==> src/rtl/global_def.sv <==
// Shared definitions for the fetch stage: bus widths, constants and FSM state encodings.
// Latency: none (definitions only).
// Backpressure: none (definitions only).
package global_def;

   localparam int ADDR_BUS = 32;
   localparam int INST_BUS = 32;

   localparam logic [INST_BUS-1:0] ZERO_WORD = 32'h0000_0000;
   localparam logic                TRUE      = 1'b1;
   localparam logic                FALSE     = 1'b0;

   // Fetch FSM states
   typedef enum logic [1:0] {
      IF_IDLE = 2'd0,
      IF_REQ  = 2'd1,
      IF_KILL = 2'd2
   } if_state_t;

   // Instruction addresses are word aligned; the low two bits of a target are dropped
   function automatic logic [ADDR_BUS-1:0] word_align(input logic [ADDR_BUS-1:0] addr);
      return addr & ~32'h0000_0003;
   endfunction

endpackage

==> src/rtl/if_pc_gen.sv <==
// Fetch PC generator: owns fetch_pc, the deferred-redirect registers and the next-PC mux.
// Latency: next_pc is combinational from the controls; fetch_pc follows one clock later.
// Backpressure: none of its own; fetch_pc only moves when the top asserts a control.
module if_pc_gen
   import global_def::*;
#(
   parameter logic [ADDR_BUS-1:0] RESET_PC = 32'hBFC0_0000,
   parameter logic [ADDR_BUS-1:0] PC_STEP  = 32'd4
) (
   input  logic                clk,
   input  logic                rst,
   input  logic                advance,      // response accepted: step, or apply a pending redirect
   input  logic                jump,         // load the branch target right now
   input  logic                arm,          // remember the branch target, apply it later
   input  logic                resume,       // squash finished: load the remembered target
   input  logic [ADDR_BUS-1:0] branch_addr,
   output logic [ADDR_BUS-1:0] fetch_pc,
   output logic [ADDR_BUS-1:0] next_pc
);

   logic                redirect_pending;
   logic [ADDR_BUS-1:0] redirect_pc;

   // Next-PC selection; an immediate jump beats everything, then a finished squash, then a step
   always_comb begin
      next_pc = fetch_pc;
      if (jump) begin
         next_pc = word_align(branch_addr);
      end else if (resume) begin
         next_pc = redirect_pc;
      end else if (advance) begin
         next_pc = redirect_pending ? redirect_pc : fetch_pc + PC_STEP;
      end
   end

   // PC register; wraps modulo 2^32 naturally through the adder width
   always_ff @(posedge clk or posedge rst) begin
      if (rst) begin
         fetch_pc <= RESET_PC;
      end else begin
         fetch_pc <= next_pc;
      end
   end

   // Deferred redirect: armed by a branch, consumed by the next PC update that uses it
   always_ff @(posedge clk or posedge rst) begin
      if (rst) begin
         redirect_pending <= FALSE;
         redirect_pc      <= ZERO_WORD;
      end else if (arm) begin
         redirect_pending <= TRUE;
         redirect_pc      <= word_align(branch_addr);
      end else if (advance || resume || jump) begin
         redirect_pending <= FALSE;
      end
   end

endmodule

==> src/rtl/if_fetch_stage.sv <==
// Instruction fetch: drives the ROM request, registers responses into the IF/ID register.
// Latency: one clock from accepted ROM response to id_valid/id_pc/id_inst; one instruction per clock.
// Backpressure: stall holds IF/ID and the ROM address; redirects squash (or, with
// IF_BRANCH_DELAY_SLOT_EN defined, defer past one delay-slot instruction).
module if_fetch_stage
   import global_def::*;
#(
   parameter logic [ADDR_BUS-1:0] RESET_PC = 32'hBFC0_0000,
   parameter logic [ADDR_BUS-1:0] PC_STEP  = 32'd4
) (
   input  logic                clk,
   input  logic                rst,
   input  logic                stall,
   input  logic                branch_flag,
   input  logic [ADDR_BUS-1:0] branch_addr,
   output logic                rom_en,
   output logic [ADDR_BUS-1:0] rom_addr,
   input  logic                rom_ready,
   input  logic [INST_BUS-1:0] rom_data,
   output logic                id_valid,
   output logic [ADDR_BUS-1:0] id_pc,
   output logic [INST_BUS-1:0] id_inst
);

   if_state_t           state;
   logic [ADDR_BUS-1:0] fetch_pc;
   logic [ADDR_BUS-1:0] next_pc;

   logic load;           // IF/ID may be overwritten this cycle
   logic redirect_take;  // ID is redirecting this cycle
   logic accept;         // ROM response is consumed this cycle
   logic deliver;        // consumed response is written into IF/ID as live
   logic enter_kill;     // outstanding request must be discarded when it returns
   logic pc_advance;
   logic pc_jump;
   logic pc_arm;
   logic pc_resume;

   // Handshake and redirect qualification shared by both redirect flavours
   always_comb begin
      load          = !id_valid || !stall;
      redirect_take = branch_flag && id_valid && !stall;
      accept        = (state == IF_REQ) && rom_ready && load;
   end

`ifdef IF_BRANCH_DELAY_SLOT_EN
   // Delay slot: the next response still goes to ID; the target applies on the fetch after it
   always_comb begin
      deliver    = accept;
      enter_kill = FALSE;
      pc_advance = accept;
      pc_jump    = accept && redirect_take;
      pc_arm     = (state == IF_REQ) && redirect_take && !accept;
      pc_resume  = FALSE;
   end
`else
   // Squash: a same-cycle response is dropped, an outstanding one is drained through KILL
   always_comb begin
      deliver    = accept && !redirect_take;
      enter_kill = (state == IF_REQ) && redirect_take && !rom_ready;
      pc_advance = deliver;
      pc_jump    = (state == IF_REQ) && redirect_take && rom_ready;
      pc_arm     = enter_kill;
      pc_resume  = (state == IF_KILL) && rom_ready;
   end
`endif

   if_pc_gen #(
      .RESET_PC (RESET_PC),
      .PC_STEP  (PC_STEP)
   ) u_pc_gen (
      .clk         (clk),
      .rst         (rst),
      .advance     (pc_advance),
      .jump        (pc_jump),
      .arm         (pc_arm),
      .resume      (pc_resume),
      .branch_addr (branch_addr),
      .fetch_pc    (fetch_pc),
      .next_pc     (next_pc)
   );

   // Fetch FSM with registered ROM request and IF/ID register
   always_ff @(posedge clk or posedge rst) begin
      if (rst) begin
         state    <= IF_IDLE;
         rom_en   <= FALSE;
         rom_addr <= ZERO_WORD;
         id_valid <= FALSE;
         id_pc    <= ZERO_WORD;
         id_inst  <= ZERO_WORD;
      end else begin
         case (state)
            IF_IDLE: begin
               state    <= IF_REQ;
               rom_en   <= TRUE;
               rom_addr <= next_pc;
            end
            IF_REQ: begin
               // rom_addr tracks fetch_pc, so it only moves when the PC does
               rom_en   <= TRUE;
               rom_addr <= next_pc;
               if (enter_kill) begin
                  state <= IF_KILL;
               end
               if (deliver) begin
                  id_valid <= TRUE;
                  id_pc    <= fetch_pc;
                  id_inst  <= rom_data;
               end else if (load) begin
                  // bubble, dropped response, or squash entry
                  id_valid <= FALSE;
                  id_inst  <= ZERO_WORD;
               end
            end
            IF_KILL: begin
               // keep presenting the old address until its response is thrown away
               rom_en   <= TRUE;
               rom_addr <= next_pc;
               id_valid <= FALSE;
               id_inst  <= ZERO_WORD;
               if (rom_ready) begin
                  state <= IF_REQ;
               end
            end
            default: begin
               state    <= IF_IDLE;
               rom_en   <= FALSE;
               id_valid <= FALSE;
               id_inst  <= ZERO_WORD;
            end
         endcase
      end
   end

endmodule

==> config.mk <==
export PLATFORM = sky130hd
export DESIGN_NAME = if_fetch_stage
export DESIGN_NICKNAME = d
export VERILOG_FILES = /design/src/rtl/global_def.sv /design/src/rtl/if_pc_gen.sv /design/src/rtl/if_fetch_stage.sv
export SDC_FILE = /design/constraint.sdc
export NUM_CORES = 1
export LEC_CHECK = 0
export ABC_AREA = 0
export CORE_ASPECT_RATIO = 1.2
export CORE_MARGIN = 2
export CORE_UTILIZATION = 51
export CTS_CLUSTER_SIZE = 25
export DETAILED_ROUTE_END_ITERATION = 10
export PLACE_DENSITY = 0.8
export SYNTH_ARGS = -nofsm -noshare
export SYNTH_HDL_FRONTEND = slang
export SYNTH_SLANG_ARGS = --single-unit
==> constraint.sdc <==
create_clock -name clk -period 7.72 [get_ports clk]
set_input_delay 1.544 -clock clk [delete_from_list [all_inputs] [get_ports clk]]
set_output_delay 1.544 -clock clk [all_outputs]
set_load 0.03 [all_outputs]
==> flow_summary.rst, run 1 <==
.. list-table::
   :header-rows: 1

   * - Metric
     - Value
   * - Post-layout minimum cycle time
     - 4030 ps
   * - Signed area change from the synthesized netlist to the final layout
     - 30.6%
   * - Initial standard-cell utilization of the core
     - 51.7%
   * - Fin crit share
     - 52.2%
   * - Unrepaired setup endpoints after global routing
     - false
   * - Clock root buffer master
     - sky130_fd_sc_hd__clkbuf_16
   * - Total detailed-routing wirelength
     - 21500 um
   * - Top routing layer in use
     - met4
   * - Peak supply drop
     - 0.000179 V
   * - CTS tree
     - yes
   * - Number of antenna repair diodes
     - 0
   * - I/O Pins
     - 167
   * - Power per Cell Area
     - 357 nW/um2
   * - Initial antenna violation count
     - 0
   * - Global route overflow
     - 0
   * - Final Hold Vio Count
     - 0
   * - Final routed wire length divided by cell count
     - 19.6 um
   * - Type of element launching the critical path
     - input pin
   * - Post-synth top area share
     - 50.0%
   * - First DRT Iteration DRCs
     - 800
   * - Met2 wirelength from detailed routing
     - 9960 um
   * - TritonCTS sink count
     - 163
   * - Worst endpoint required time
     - 8070 ps
   * - Count of warnings emitted by yosys
     - 0
   * - Sw frac
     - 37.9%
   * - First-pass GRT wire length
     - 33600 um
   * - Post-synthesis async set-or-reset flop share
     - 100%
   * - Die Area
     - 16100 um2
   * - Total of fill cells in the finished design
     - 1109
   * - Comb power frac
     - 36.0%
   * - Synth Flop Type
     - sky130_fd_sc_hd__dfrtp_1
   * - ANT nets after route
     - 0
   * - Metal1 wirelength
     - 8980 um
   * - Maximum number of pins on one net before global-route repair
     - 104
   * - Worst clock skew
     - 12.6 ps
   * - Via count
     - 6698
   * - Layout cells sized above 1
     - 13.5%
   * - Synthesized cell area
     - 7710 um2
   * - Standard-cell row count
     - 49
   * - Worst slack on hold paths
     - 472 ps
   * - Worst hold path class
     - flop to flop
   * - Crit Reg-Reg Startpoint
     - state[0]$_DFFE_PP0P_
   * - Average instance area after synthesis
     - 10.4 um2
   * - Internal power
     - 0.00223 W
   * - Weighted congestion reported at the end of routability-driven placement
     - 0.944
   * - Startpoint of the worst setup timing path
     - rom_ready
   * - Post-synth EDFFs
     - 0
   * - Via count of the first global-routing pass
     - 6275
   * - Number of levels in the clock H-tree
     - 4
   * - P_sw
     - 0.00136 W
   * - Core area
     - 14900 um2
   * - Sequential group share of total power
     - 39.3%
   * - Clk_lat worst skew
     - 440 ps
   * - Mapped Nets
     - 808
   * - Final core area utilization
     - 67.6%
   * - Data arrival time of the critical path
     - 4380 ps
   * - Part of the power in the clock network
     - 24.7%
   * - # DRC
     - 0
   * - Footprint of the multi-input gates
     - 3360 um2
   * - Synth top area cells
     - sky130_fd_sc_hd__dfrtp_1 50%, sky130_fd_sc_hd__nand2_1 6.5%, sky130_fd_sc_hd__mux2_2 5.3%
   * - Die W
     - 116 um
   * - Distinct cells, synth
     - 88
   * - Beginning of the worst hold path
     - id_pc[19]$_DFFE_PP0P_
   * - Worst Path Class, Setup
     - input pin to flop
   * - DIE HEIGHT
     - 139 um
   * - Worst Setup End Kind
     - flop
   * - Library cell with the largest summed area after synthesis
     - sky130_fd_sc_hd__dfrtp_1
   * - Accumulated negative setup slack
     - 0 ps
   * - Max-slew violations
     - 0
   * - Clock slew seen by the registers of the worst setup and hold paths
     - 70 ps
   * - Final HPWL DP
     - 14200 um
   * - Count of port buffers added during placement
     - 164
   * - Leakage power
     - 4.28 nW
   * - Post-CTS sizing
     - 0
   * - Combined flip-flop and latch cell area
     - 4090 um2
   * - Detailed-routed wire length on met3
     - 1890 um
   * - Detailed-route vias per instance
     - 6.13
   * - Maximum achievable frequency
     - 248 MHz
   * - Number of register bits inferred by synthesis
     - 163
   * - Relative max-transition margin
     - 19.8%
   * - Setup fix buffers added after clock tree synthesis
     - 0
   * - Max Cap Viol
     - 0
   * - Top-count cell post-synth
     - sky130_fd_sc_hd__dfrtp_1
   * - Cts-stage hold buffer count
     - 0
   * - Status
     - finished, final reports clean
   * - Number of iterations in the first detailed-routing pass
     - 5
   * - Worst Tran Pin Value
     - 1200 ps
   * - Maximum fanout encountered on the critical timing path
     - 25
   * - Cell count after synthesis
     - 738
   * - Nets
     - 946
   * - Total track usage
     - 26.6%
   * - Commonest cells in the synthesized netlist
     - 154 x sky130_fd_sc_hd__dfrtp_1, 134 x sky130_fd_sc_hd__nand2_1, 40 x sky130_fd_sc_hd__nor2_1
   * - Count of endpoints failing setup in the final report
     - 0
   * - Portion of the post-synthesis area used by sequential elements
     - 53.1%
   * - TritonCTS buffer count
     - 17
   * - Buffer depth of the longest clock path
     - 2
-- metal layers --
metal	track usage, %	up-vias
met5	0	-
li1	-	3012
met3	5.68	66
met1	37.0	3248
met2	40.7	372
met4	10.6	0
-- flip-flops by register name (all words and copies together) (netlist names) --
register	flops
rom_addr	32
id_pc	32
state	2
u_pc_gen.fetch_pc	32
id_inst	32
id_valid	1
rom_en	1
u_pc_gen.redirect_pending	1
u_pc_gen.redirect_pc	30
-- worst max-delay path, stage by stage --
cell and delay (ps):
sky130_fd_sc_hd__clkdlybuf4s50_1 620, sky130_fd_sc_hd__and3b_1 450, sky130_fd_sc_hd__buf_4 260, sky130_fd_sc_hd__a31oi_4 710, sky130_fd_sc_hd__o221a_2 320, sky130_fd_sc_hd__o311ai_0 210
sky130_fd_sc_hd__a31oi_1 250
-- cells by family (layout without fill, tap and decap cells) --
| kind of cell | after synthesis | in the layout | share of synthesized area [%] |
|---|---|---|---|
| simple gates | 267 | 267 | 17.2 |
| fa+ha+maj | 1 | 1 | 0.162 |
| flops | 163 | 163 | 53.1 |
| mux | 44 | 44 | 6.31 |
| xor+xnor | 3 | 3 | 0.341 |
| buf+inv | 63 | 214 | 3.67 |
| compound gates | 197 | 197 | 19.2 |
-- through the flow --
step	area [um2]	cells	total power [W]	worst slack [ps]
2_1_floorplan	7710	738	0.00216	1790
3_3_place_gp	9450	1061	0.00267	3410
3_5_place_dp	9450	1061	0.00270	3380
4_1_cts	10100	1093	0.00359	3800
5_1_grt	10100	1093	0.00374	3580
6_report	10100	1093	0.00359	3690
-- final timing paths --
| path | end | depth (start not counted) | slack (ps) |
|---|---|---|---|
| min reg2reg | id_pc[19]$_DFFE_PP0P_ | 2 | 470 |
| min | id_pc[19]$_DFFE_PP0P_ | 2 | 470 |
| min in group asynchronous | id_inst[19]$_DFFE_PP0P_ | 2 | 1690 |
| max reg2reg | rom_addr[23]$_DFFE_PP0P_ | 6 | 4960 |
| max | rom_addr[23]$_DFFE_PP0P_ | 7 | 3690 |
| max in group asynchronous | u_pc_gen.fetch_pc[21]$_DFF_PP0_ | 3 | 4750 |
-- power by group through the flow --
| stage | clock, W | sequential, W | combinational [W] |
|---|---|---|---|
| floorplan | 0 | 0.00163 | 0.000538 |
| global placement | 0 | 0.00140 | 0.00127 |
| detailed placement | 0 | 0.00141 | 0.00128 |
| CTS | 0.000893 | 0.00140 | 0.00129 |
| global route | 0.000923 | 0.00144 | 0.00138 |
| finish | 0.000886 | 0.00141 | 0.00129 |
-- layout make-up --
class                           instances  area share, %
Clock buffer                           21           4.67
Clock inverter                         11           1.52
Inverter                               10          0.423
Multi-Input combinational cell        512           33.3
Sequential cell                       163           40.6
Tap cell                              204           2.54
Timing Repair Buffer                  172           16.9
-- placed cells by master, fill, tap and decap left out, types with 3 or more instances in the layout --
cell                              count
sky130_fd_sc_hd__clkdlybuf4s50_1    164
sky130_fd_sc_hd__dfrtp_1            154
sky130_fd_sc_hd__nand2_1            134
sky130_fd_sc_hd__nor2_1              37
sky130_fd_sc_hd__mux2_2              36
sky130_fd_sc_hd__a22o_1              33
sky130_fd_sc_hd__o21ai_0             29
sky130_fd_sc_hd__a31oi_1             18
sky130_fd_sc_hd__nand3_1             17
sky130_fd_sc_hd__a21oi_1             17
sky130_fd_sc_hd__o31ai_1             17
sky130_fd_sc_hd__nand4_1             17
sky130_fd_sc_hd__clkbuf_16           17
sky130_fd_sc_hd__and3_1               9
sky130_fd_sc_hd__a22oi_1              9
sky130_fd_sc_hd__nor3_1               9
sky130_fd_sc_hd__dfstp_2              9
sky130_fd_sc_hd__o221ai_1             8
sky130_fd_sc_hd__buf_4                8
sky130_fd_sc_hd__o22ai_1              7
sky130_fd_sc_hd__mux2i_1              7
sky130_fd_sc_hd__inv_1                6
sky130_fd_sc_hd__clkinv_4             6
sky130_fd_sc_hd__and4_1               5
sky130_fd_sc_hd__nand2b_1             4
sky130_fd_sc_hd__o211ai_1             4
sky130_fd_sc_hd__a311oi_1             4
sky130_fd_sc_hd__or3_1                4
sky130_fd_sc_hd__a221oi_1             4
sky130_fd_sc_hd__a21o_1               4
sky130_fd_sc_hd__o21a_1               3
sky130_fd_sc_hd__o32ai_1              3
sky130_fd_sc_hd__nor4_1               3
sky130_fd_sc_hd__clkbuf_8             3
sky130_fd_sc_hd__bufinv_16            3
Power figures use the tool's default switching activity.
==> run 2: changes to the inputs <==
- CORE_UTILIZATION: 51 -> 46
- PLACE_DENSITY: 0.8 -> 0.76
- clock period: 7.72 -> 3.5 ns (I/O delays scaled with it)
==> flow_summary.rst, run 2 (synthesis gave the netlist of run 1 again) <==
.. list-table::
   :header-rows: 1

   * - Metric
     - Value
   * - Post-layout minimum cycle time
     - 2670 ps
   * - TritonCTS sink count
     - 163
   * - Unrepaired setup endpoints after global routing
     - false
   * - Weighted congestion reported at the end of routability-driven placement
     - 0.946
   * - Buffer depth of the longest clock path
     - 2
   * - Worst Tran Pin Value
     - 928 ps
   * - Crit path top cell by count
     - sky130_fd_sc_hd__buf_4
   * - I/O Pins
     - 167
   * - Die Area
     - 17800 um2
   * - Clk_lat worst skew
     - 430 ps
   * - CTS tree
     - yes
   * - First-pass GRT wire length
     - 34700 um
   * - Total track usage
     - 25.0%
   * - Clock root buffer master
     - sky130_fd_sc_hd__clkbuf_16
   * - Leakage power
     - 4.33 nW
   * - ANT nets after route
     - 0
   * - Number of levels in the clock H-tree
     - 4
   * - Count of port buffers added during placement
     - 164
   * - Accumulated negative setup slack
     - 0 ps
   * - Number of antenna repair diodes
     - 0
   * - Global routing usage on met2
     - 40.0%
   * - Crit path buf inv count
     - 3
   * - Initial antenna violation count
     - 0
   * - Maximum fanout encountered on the critical timing path
     - 14
   * - DIE HEIGHT
     - 146 um
   * - Relative max-transition margin
     - 38.1%
   * - Data arrival time of the critical path
     - 2980 ps
   * - Met1 Usage GRT
     - 34.0%
   * - Global route overflow
     - 0
   * - Worst endpoint required time
     - 3800 ps
   * - Cell count of the worst reg-to-reg path
     - 5
   * - Die W
     - 122 um
   * - Placed cells
     - 1085
   * - First DRT Iteration DRCs
     - 646
   * - Delay of the slowest cell on the worst path
     - 720 ps
   * - Standard-cell row count
     - 51
   * - Worst hold path class
     - flop to flop
   * - Most Crowded Layer GR
     - met2
   * - Maximum number of pins on one net before global-route repair
     - 68
   * - Hold Crit Depth
     - 2
   * - Worst clock skew
     - 5.76 ps
   * - Layout cells sized above 1
     - 14.7%
   * - Maximum achievable frequency
     - 374 MHz
   * - Power per Cell Area
     - 765 nW/um2
   * - TritonCTS buffer count
     - 17
   * - Beginning of the worst hold path
     - id_pc[9]$_DFFE_PP0P_
   * - Via count of the first global-routing pass
     - 6477
   * - Slowest library cell on the worst path
     - sky130_fd_sc_hd__clkdlybuf4s50_1
   * - Non-filler instance count after layout
     - 1117
   * - Signed area change from the synthesized netlist to the final layout
     - 32.3%
   * - Total of fill cells in the finished design
     - 1400
   * - Reg-to-Reg End
     - rom_addr[16]$_DFFE_PP0P_
   * - Met3 Resource Use GR
     - 4.27%
   * - Clock slew seen by the registers of the worst setup and hold paths
     - 60 ps
   * - Number of iterations in the first detailed-routing pass
     - 6
   * - Worst Path Class, Setup
     - input pin to flop
   * - Detailed-route vias per instance
     - 5.94
   * - Max Cap Viol
     - 0
   * - Setup fix buffers added after clock tree synthesis
     - 0
   * - Max-slew violations
     - 0
   * - Total detailed-routing wirelength
     - 21800 um
   * - Post-layout total power
     - 0.00780 W
   * - Final Hold Vio Count
     - 0
   * - Status
     - finished, final reports clean
   * - Nets
     - 962
   * - Type of element launching the critical path
     - input pin
   * - Commonest cells after routing, fill and taps aside
     - 164 x sky130_fd_sc_hd__clkdlybuf4s50_1, 154 x sky130_fd_sc_hd__dfrtp_1, 134 x sky130_fd_sc_hd__nand2_1
   * - Cts-stage hold buffer count
     - 0
   * - Most common cell after layout, fill and taps aside
     - sky130_fd_sc_hd__clkdlybuf4s50_1
   * - Final HPWL DP
     - 15400 um
   * - Via count
     - 6638
   * - Count of endpoints failing setup in the final report
     - 0
   * - Worst Setup End Kind
     - flop
   * - Terminating pin of the worst hold path
     - id_pc[9]$_DFFE_PP0P_
   * - Crit path max-delay family
     - buffers and inverters
   * - Fin crit share
     - 76.4%
   * - Reg-to-reg slack, setup
     - 1050 ps
   * - Crit Reg-Reg Startpoint
     - u_pc_gen.redirect_pending$_DFFE_PP0P_
   * - # DRC
     - 0
   * - Cells along the critical path
     - clkdlybuf4s50_1, and3b_1, buf_4, nand2_1, buf_4, o21ai_0, a21oi_1, o31ai_1
   * - Initial standard-cell utilization of the core
     - 47.2%
   * - Core area
     - 16300 um2
   * - Peak supply drop
     - 0.000365 V
   * - Post-CTS sizing
     - 0
   * - Final routed wire length divided by cell count
     - 19.5 um
==> run 2: worst max path at each step <==
stage | startpoint | endpoint | cells after the start
after global routing | rom_ready | rom_addr[21]$_DFFE_PP0P_ | 6
after floorplan | rst | id_inst[0]$_DFFE_PP0P_ | 1
final | rom_ready | u_pc_gen.fetch_pc[10]$_DFF_PP0_ | 8
after CTS | rom_ready | rom_addr[21]$_DFFE_PP0P_ | 6
after global placement | rom_ready | rom_addr[21]$_DFFE_PP0P_ | 6
after detailed placement | rom_ready | rom_addr[21]$_DFFE_PP0P_ | 6
==> run 2: area by class of cell <==
class	count	area, um2	share of cell area (%)
flip-flops and latches	163	4090	40.1
multi-input cells	512	3360	32.9
repair buffers	188	1870	18.4
clock buffers	23	468	4.59
well taps	212	265	2.60
clock inverters	9	105	1.03
inverters	10	41.3	0.405
==> run 2: where the power goes <==
| part | switching [W] | leakage, nW | internal (W) |
|---|---|---|---|
| clock | 0.000718 | 0.269 | 0.00108 |
| sequential | 0.000586 | 2.01 | 0.00252 |
| combinational | 0.00164 | 2.05 | 0.00125 |
==> run 2: per-stage QoR <==
stage	hold WS, ps	area [um2]	worst slack (ps)	util [%]
2_1_floorplan	430	7710	737	-
3_3_place_gp	450	9620	467	58.9
3_5_place_dp	462	9620	460	58.9
4_1_cts	478	10200	907	62.4
5_1_grt	495	10200	746	62.4
6_report	471	10200	827	62.4
==> run 2: worst register-to-register path: cells and delay by family (launching register included) <==
family	cells	cell delay, ps
AOI/OAI and AO/OA	4	1150
DFF	1	950
buffers and inverters	1	290
==> run 2: routing by layer <==
| layer | vias to the layer above | wire length, um |
|---|---|---|
| met2 | 306 | 10400 |
| met3 | 35 | 1440 |
| met5 | - | 0 |
| met4 | 0 | 487 |
| met1 | 3249 | 9460 |
| li1 | 3048 | - |
